===== src/rtl/bin2bcd_seq_if.sv =====
// bin2bcd_seq_if -- request/result bundle between the display controller
// and the sequential binary-to-BCD converter.
//   start      : conversion request (master -> converter)
//   bin_in     : unsigned binary operand, sampled when start is accepted
//   busy       : conversion in progress
//   done       : one-cycle pulse when bcd_out/sig_digits update
//   bcd_out    : packed BCD result, digit 0 (ones) in bits [3:0]
//   sig_digits : number of significant digits (1..DIGITS)
interface bin2bcd_seq_if #(
  parameter int WIDTH  = 16,
  parameter int DIGITS = 5
);
  logic                  start;
  logic [WIDTH-1:0]      bin_in;
  logic                  busy;
  logic                  done;
  logic [4*DIGITS-1:0]   bcd_out;
  logic [2:0]            sig_digits;

  modport master (
    output start,
    output bin_in,
    input  busy,
    input  done,
    input  bcd_out,
    input  sig_digits
  );

  modport slave (
    input  start,
    input  bin_in,
    output busy,
    output done,
    output bcd_out,
    output sig_digits
  );
endinterface


===== src/rtl/bin2bcd_seq.sv =====
// bin2bcd_seq -- sequential binary-to-BCD converter (shift-and-add-3),
// one input bit per clock. Converts a WIDTH-bit register value into DIGITS
// packed BCD digits for the seven-segment display path.
//   clock : system clock, rising edge
//   reset : synchronous, active-high; aborts any conversion in flight
//   bus   : slave side of bin2bcd_seq_if (start/bin_in in,
//           busy/done/bcd_out/sig_digits out)
// A conversion accepted at edge k completes at edge k+WIDTH, where bcd_out
// and sig_digits update together and done pulses for one cycle. A new
// request may be accepted in that done cycle (back-to-back operation).
// DIGITS must satisfy 10**DIGITS > 2**WIDTH - 1, and DIGITS <= 7 so that
// sig_digits fits in three bits.
module bin2bcd_seq #(
  parameter int WIDTH  = 16,
  parameter int DIGITS = 5
) (
  input  logic         clock,
  input  logic         reset,
  bin2bcd_seq_if.slave bus
);

  localparam int CNT_W = $clog2(WIDTH + 1);
  localparam int BCD_W = 4 * DIGITS;

  typedef enum logic [1:0] {
    IDLE,
    SHIFT,
    DONE
  } state_t;

  state_t             state;
  logic [WIDTH-1:0]   shift_reg;
  logic [BCD_W-1:0]   scratch;
  logic [CNT_W-1:0]   bit_cnt;
  logic               busy_r;
  logic               done_r;
  logic [BCD_W-1:0]   bcd_r;
  logic [2:0]         sig_r;

  logic [BCD_W-1:0]   corrected;
  logic [BCD_W-1:0]   shifted;
  logic [2:0]         shifted_sig;
  logic               accept;

  // Add-3 correction: each digit is adjusted independently before the shift,
  // so a digit >= 5 cannot overflow past 9 once doubled.
  always_comb begin
    corrected = scratch;
    for (int unsigned i = 0; i < DIGITS; i++) begin
      if (scratch[4*i +: 4] >= 4'd5) begin
        corrected[4*i +: 4] = scratch[4*i +: 4] + 4'd3;
      end
    end
  end

  // Scratch after this cycle's shift; on the last iteration this is the result.
  assign shifted = {corrected[BCD_W-2:0], shift_reg[WIDTH-1]};

  // Highest nonzero digit index + 1; an all-zero result still shows one digit.
  always_comb begin
    shifted_sig = 3'd1;
    for (int unsigned i = 0; i < DIGITS; i++) begin
      if (shifted[4*i +: 4] != 4'd0) begin
        shifted_sig = 3'(i + 1);
      end
    end
  end

  // Requests are only honoured when not busy (IDLE or the done cycle).
  assign accept = bus.start && (state != SHIFT);

  always_ff @(posedge clock) begin
    if (reset) begin
      state     <= IDLE;
      shift_reg <= '0;
      scratch   <= '0;
      bit_cnt   <= '0;
      busy_r    <= 1'b0;
      done_r    <= 1'b0;
      bcd_r     <= '0;
      sig_r     <= 3'd1;
    end else begin
      case (state)
        IDLE, DONE: begin
          done_r <= 1'b0;
          if (accept) begin
            shift_reg <= bus.bin_in;
            scratch   <= '0;
            bit_cnt   <= CNT_W'(WIDTH);
            busy_r    <= 1'b1;
            state     <= SHIFT;
          end else begin
            state <= IDLE;
          end
        end

        SHIFT: begin
          scratch   <= shifted;
          shift_reg <= {shift_reg[WIDTH-2:0], 1'b0};
          bit_cnt   <= bit_cnt - CNT_W'(1);
          if (bit_cnt == CNT_W'(1)) begin
            bcd_r  <= shifted;
            sig_r  <= shifted_sig;
            busy_r <= 1'b0;
            done_r <= 1'b1;
            state  <= DONE;
          end
        end

        default: begin
          state  <= IDLE;
          busy_r <= 1'b0;
          done_r <= 1'b0;
        end
      endcase
    end
  end

  assign bus.busy       = busy_r;
  assign bus.done       = done_r;
  assign bus.bcd_out    = bcd_r;
  assign bus.sig_digits = sig_r;

endmodule


===== src/flat_wrapper.sv =====
// flat-port wrapper written by rule: the top's interface ports become plain ports
module bin2bcd_seq_flat 
#(
  parameter int WIDTH  = 16,
  parameter int DIGITS = 5
)
  (clock, reset, bus_start, bus_bin_in, bus_busy, bus_done, bus_bcd_out, bus_sig_digits);
  bin2bcd_seq_if #(.WIDTH(WIDTH), .DIGITS(DIGITS)) bus_i ();
  input  logic clock;
  input  logic reset;
  input wire logic [$bits(bus_i.start)-1:0] bus_start;
  input wire logic [$bits(bus_i.bin_in)-1:0] bus_bin_in;
  output wire logic [$bits(bus_i.busy)-1:0] bus_busy;
  output wire logic [$bits(bus_i.done)-1:0] bus_done;
  output wire logic [$bits(bus_i.bcd_out)-1:0] bus_bcd_out;
  output wire logic [$bits(bus_i.sig_digits)-1:0] bus_sig_digits;
  assign bus_i.start = bus_start;
  assign bus_i.bin_in = bus_bin_in;
  assign bus_busy = bus_i.busy;
  assign bus_done = bus_i.done;
  assign bus_bcd_out = bus_i.bcd_out;
  assign bus_sig_digits = bus_i.sig_digits;
  bin2bcd_seq #(.WIDTH(WIDTH), .DIGITS(DIGITS)) u_core (.clock(clock), .reset(reset), .bus(bus_i));
endmodule

===== config.mk =====
export PLATFORM = sky130hd
export DESIGN_NAME = bin2bcd_seq_flat
export DESIGN_NICKNAME = d
export VERILOG_FILES = /design/src/rtl/bin2bcd_seq_if.sv /design/src/rtl/bin2bcd_seq.sv /design/src/flat_wrapper.sv
export SDC_FILE = /design/constraint.sdc
export NUM_CORES = 1
export LEC_CHECK = 0
export BUFFER_PORTS_ARGS = -buffer_cell sky130_fd_sc_hd__buf_2
export CORE_ASPECT_RATIO = 1.25
export CORE_UTILIZATION = 50
export CTS_CLUSTER_SIZE = 10
export DETAILED_ROUTE_END_ITERATION = 6
export GPL_ROUTABILITY_DRIVEN = 0
export PLACE_DENSITY = 0.71
export SLEW_MARGIN = 20
export SYNTH_ARGS = -nofsm -noshare
export SYNTH_HDL_FRONTEND = slang
export SYNTH_SLANG_ARGS = --single-unit

===== constraint.sdc =====
create_clock -name clock -period 2.6 [get_ports clock]
set_input_delay 0.13 -clock clock [delete_from_list [all_inputs] [get_ports clock]]
set_output_delay 0.13 -clock clock [all_outputs]
set_load 0.02 [all_outputs]

# Word-level counts from Yosys, hierarchy flattened
# Cells that the tools add are included.
# W data, S select, Z words.
# totals
ff_bits,68
inputBits,19
out_inout_bits,25
# op_classes
n_addsub,6
magnitude_cmp,5
eq_ne,6
n_mux,21
bitwise_logic,1
n_reduce_logical,12
# op_table
operator,count
$pmux W20 S2,1
$pmux W16 S2,1
$ge A4 B3 Y1 const B,5
$mux W20,1
$add A4 B2 Y4 const B,4
$mux W16,1
$mux W4,4
$reduce_bool A4 Y1,4
$pmux W5 S2,1
$mux W3,3
$mux W2,3
$ne A2 B1 Y1 const B,3
$reduce_and A2 Y1,3
$eq A5 B1 Y1 const B,1
$mux W5,1
$sub A5 B1 Y5 const B,1
$pmux W2 S2,1
$reduce_or A2 Y1,2
$add A3 B2 Y3 const B,1
$mux W1,3
$eq A2 B1 Y1 const B,1
$eq A2 B2 Y1 const B,1
$logic_not A2 Y1,1
$pmux W1 S2,1
other kinds (3),3

# Logic depth before layout (Yosys ltp)
# depth
word_depth,7
mapped_depth,9

# Worst setup path after synthesis
# OpenSTA, ideal clock, no wires.
# synth_timing
path_kind,flip-flop to flip-flop
startpoint,reg u_core.bit_cnt[0]
endpoint,"reg u_core.sig_r[1], in the netlist u_core.bus.sig_digits[1]"
setup_time_ns,0.131
t_arrival_ns,1.652
setup_slack_ns,0.817
stages_incl_launch_ff,8
path_cell_list,dfxtp_1 > ha_1 > or4b_1 > buf_2 > or2_2 > buf_2 > nand2_1 > a21oi_2
# synth_between
elab_chain_len,2
# synth_lines
element,line,rtl
from (decl),bin2bcd_seq.sv:34,logic [CNT_W-1:0] bit_cnt;
from (signal assigned),bin2bcd_seq.sv:89,bit_cnt <= CNT_W'(WIDTH);
from (signal assigned),bin2bcd_seq.sv:100,bit_cnt <= bit_cnt - CNT_W'(1);
$eq A5 B1 Y1,bin2bcd_seq.sv:101,if (bit_cnt == CNT_W'(1)) begin
$reduce_and A2 Y1 (no line),-,
to (signal assigned),bin2bcd_seq.sv:103,sig_r <= shifted_sig;
to (decl),bin2bcd_seq.sv:38,logic [2:0] sig_r;
# No other way between the ends.
# A chain may end at the register's enable or synchronous reset.

# Final worst setup path
# layout_timing
startpoint,reg u_core.bit_cnt[0]
endpoint,"reg u_core.bcd_r[3], in the netlist u_core.bus.bcd_out[3]"
# layout_between
elab_chain_len,2
# layout_lines
element,line,rtl
$eq A5 B1 Y1,bin2bcd_seq.sv:101,
$reduce_and A2 Y1 (no line),-,
to (signal assigned),bin2bcd_seq.sv:102,bcd_r <= shifted;
to (decl),bin2bcd_seq.sv:37,logic [BCD_W-1:0] bcd_r;
# No other way between the ends.

==> results.json <==
{
  "hpwl_um": 4689,
  "yosysWarningCount": 0,
  "fin_ws_ns": 0.5805,
  "synth.most_common_cell": "dfxtp_1",
  "synth_ff_type": "dfxtp_1",
  "fp-row-count": 31,
  "start_util": 0.5157,
  "yosys-top-cells-area": "dfxtp_1 (46%), a21oi_1 (5.7%), nand2_1 (5.2%)",
  "die_x_um": 71.06,
  "ff2ff_path_depth": 5,
  "drt_iter0_markers": 129,
  "timing.critical_path.from_type": "register",
  "maxCapViolCount": 0,
  "synth_edf_count": 0,
  "cts_buffers": 9,
  "cts_root_buf": "clkbuf_8",
  "status": "complete, but fails checks",
  "max_slew_margin": 0.6824,
  "fin_crit_ns": 2.019,
  "maxSlewViolCount": 0,
  "yosys.area.top_type": "dfxtp_1",
  "fillCellCount": 550,
  "post-route-period-util": 0.7767,
  "worst_pin_slew_ns": 0.4763,
  "finalSetupTns_ns": 0,
  "max_freq_mhz": 495.2,
  "clock_sinks": 68,
  "overflow": 0,
  "fin_cells": 467,
  "grt_pass1_vias": 2456,
  "syn2layout_area_growth_pct": 16.54,
  "hp-class": "input pin to register",
  "top_level_ports": 44,
  "final_hold_viol_count": 0,
  "hold_depth": 3,
  "endpoint_kind": "register",
  "die-area_um2": 6276,
  "ant_nets": 0,
  "peakVddDrop_mv": 0.5623,
  "rsz0062_at_grt": "no",
  "setup_viol": 0,
  "htreeDepth": 3,
  "synth_common_cells": "dfxtp_1 (68), nand2_1 (41), nor2_1 (40)",
  "clk_path_buf_depth": 2,
  "clk_pin_slew_worst_paths_ns": 0.07,
  "syn_nets": 382,
  "portBuffers": 43,
  "cp.arrival_ns": 2.24,
  "netlist.area_leader.share": 0.4568,
  "grt_max_degree": 22,
  "cts_hold_buf": 0,
  "num_vias": 2551,
  "viasPerCell": 5.463,
  "cts_tree": "done",
  "crit_fanout": 13,
  "die_h_um": 88.32,
  "ctsResizeCount": 0,
  "layout.nets": 428,
  "ff_latch_area_um2": 1361,
  "antennaDiodeCount": 0,
  "cp.required_ns": 2.82,
  "dp_slack_ns": 0.5782,
  "p_leak_nw": 1.463,
  "multi_input_area_um2": 1484,
  "ys_types": 38,
  "worstSetupPathType": "register to register",
  "antenna_found_initial": 0,
  "dp_cells": 452,
  "syn-instance-count": 351,
  "skew_ns": 0.006927,
  "violations": "DRC",
  "holdWs_ns": 0.07964,
  "ys_ff_latch": 68,
  "syn_area_per_cell_um2": 8.491,
  "drt-total-wl_um": 6478,
  "drcViolationCount": 4,
  "yosysSeqAreaShare": 0.4568,
  "postCtsSetupBuffers": 0,
  "grt_pass1_wl_um": 11000,
  "wl_per_cell_um": 13.87,
  "synthArstFlopShare": 0,
  "coreArea_um2": 5779,
  "drive_gt1_frac": 0.1820,
  "power_density_nw_per_um2": 639.0,
  "syn_area_um2": 2980,
  "clk_latency_ns": 0.34,
  "track_usage": 0.2267,
  "drt-pass1-iter-count": 6
}
## power breakdown
group	total (mW)	leakage, nW	internal, mW	switching (mW)
sequential	1.11	0.553	1.09	0.0271
clock	0.890	0.103	0.518	0.372
combinational	0.216	0.807	0.0850	0.131
total	2.22	1.46	1.69	0.530
## path summary, 6_finish.rpt
check	from	end	slack (ns)
setup / recovery	u_core.bit_cnt[0]$_SDFFE_PP0P_	u_core.bus.bcd_out[3]$_SDFFE_PP0P_	0.58
hold / removal	bus_bin_in[0]	u_core.shift_reg[0]$_SDFFE_PP0P_	0.08
setup reg to reg	u_core.bit_cnt[0]$_SDFFE_PP0P_	u_core.bus.bcd_out[3]$_SDFFE_PP0P_	0.58
hold reg to reg	u_core.bus.bcd_out[5]$_SDFFE_PP0P_	u_core.bus.bcd_out[5]$_SDFFE_PP0P_	0.45
## cells in the final DEF, fill, tap and decap left out, types with 10 or more instances in the layout
| cell | instances |
|---|---|
| nor3_1 | 19 |
| a21oi_1 | 34 |
| nand2_1 | 41 |
| nor2_1 | 40 |
| buf_4 | 10 |
| a22o_1 | 11 |
| buf_2 | 43 |
| inv_1 | 14 |
| o22ai_1 | 15 |
| dfxtp_1 | 68 |
| ha_1 | 12 |
| o21ai_0 | 14 |
| clkbuf_8 | 12 |
## cell type report
cell class                      instances  share of cell area
Timing Repair Buffer                   53             0.08357
Clock buffer                           14             0.04971
Multi-Input combinational cell        251              0.4272
Tap cell                               66             0.02378
Inverter                               14             0.01513
Sequential cell                        68              0.3919
Clock inverter                          1            0.008646
## worst max-delay path, stage by stage (launching register included)
cell and delay [ns]:
dfxtp_1 0.39, ha_1 0.16, or4b_1 0.58, or2_2 0.46, a211oi_1 0.24, nor3_1 0.06
## layer usage
layer | track usage | share of wire | up-vias
met1 | 0.2664 | 0.44 | 1171
met4 | 0.1018 | 0.018 | 0
met3 | 0.05467 | 0.034 | 9
li1 | - | - | 1325
met2 | 0.3951 | 0.50 | 46
met5 | 0 | 0 | -
## metrics by stage
step           area [um^2]    util  power [mW]
6_report              3473  0.6010       2.219
5_1_grt               3473  0.6010       2.321
4_1_cts               3473  0.6010       2.245
3_5_place_dp          3271  0.5659       1.354
3_3_place_gp          3271  0.5659       1.347
2_1_floorplan         2980       -       1.285
## kinds of logic (layout without fill, tap and decap cells)
group | count (synthesis) | in the layout | share of synthesized area
simple gates | 134 | 134 | 0.2120
compound gates | 91 | 91 | 0.1906
flops | 68 | 68 | 0.4568
buf+inv | 32 | 82 | 0.04534
fa+ha+maj | 12 | 12 | 0.05038
mux | 9 | 9 | 0.03023
xor+xnor | 5 | 5 | 0.01469
(Power assumes the default switching activity.)
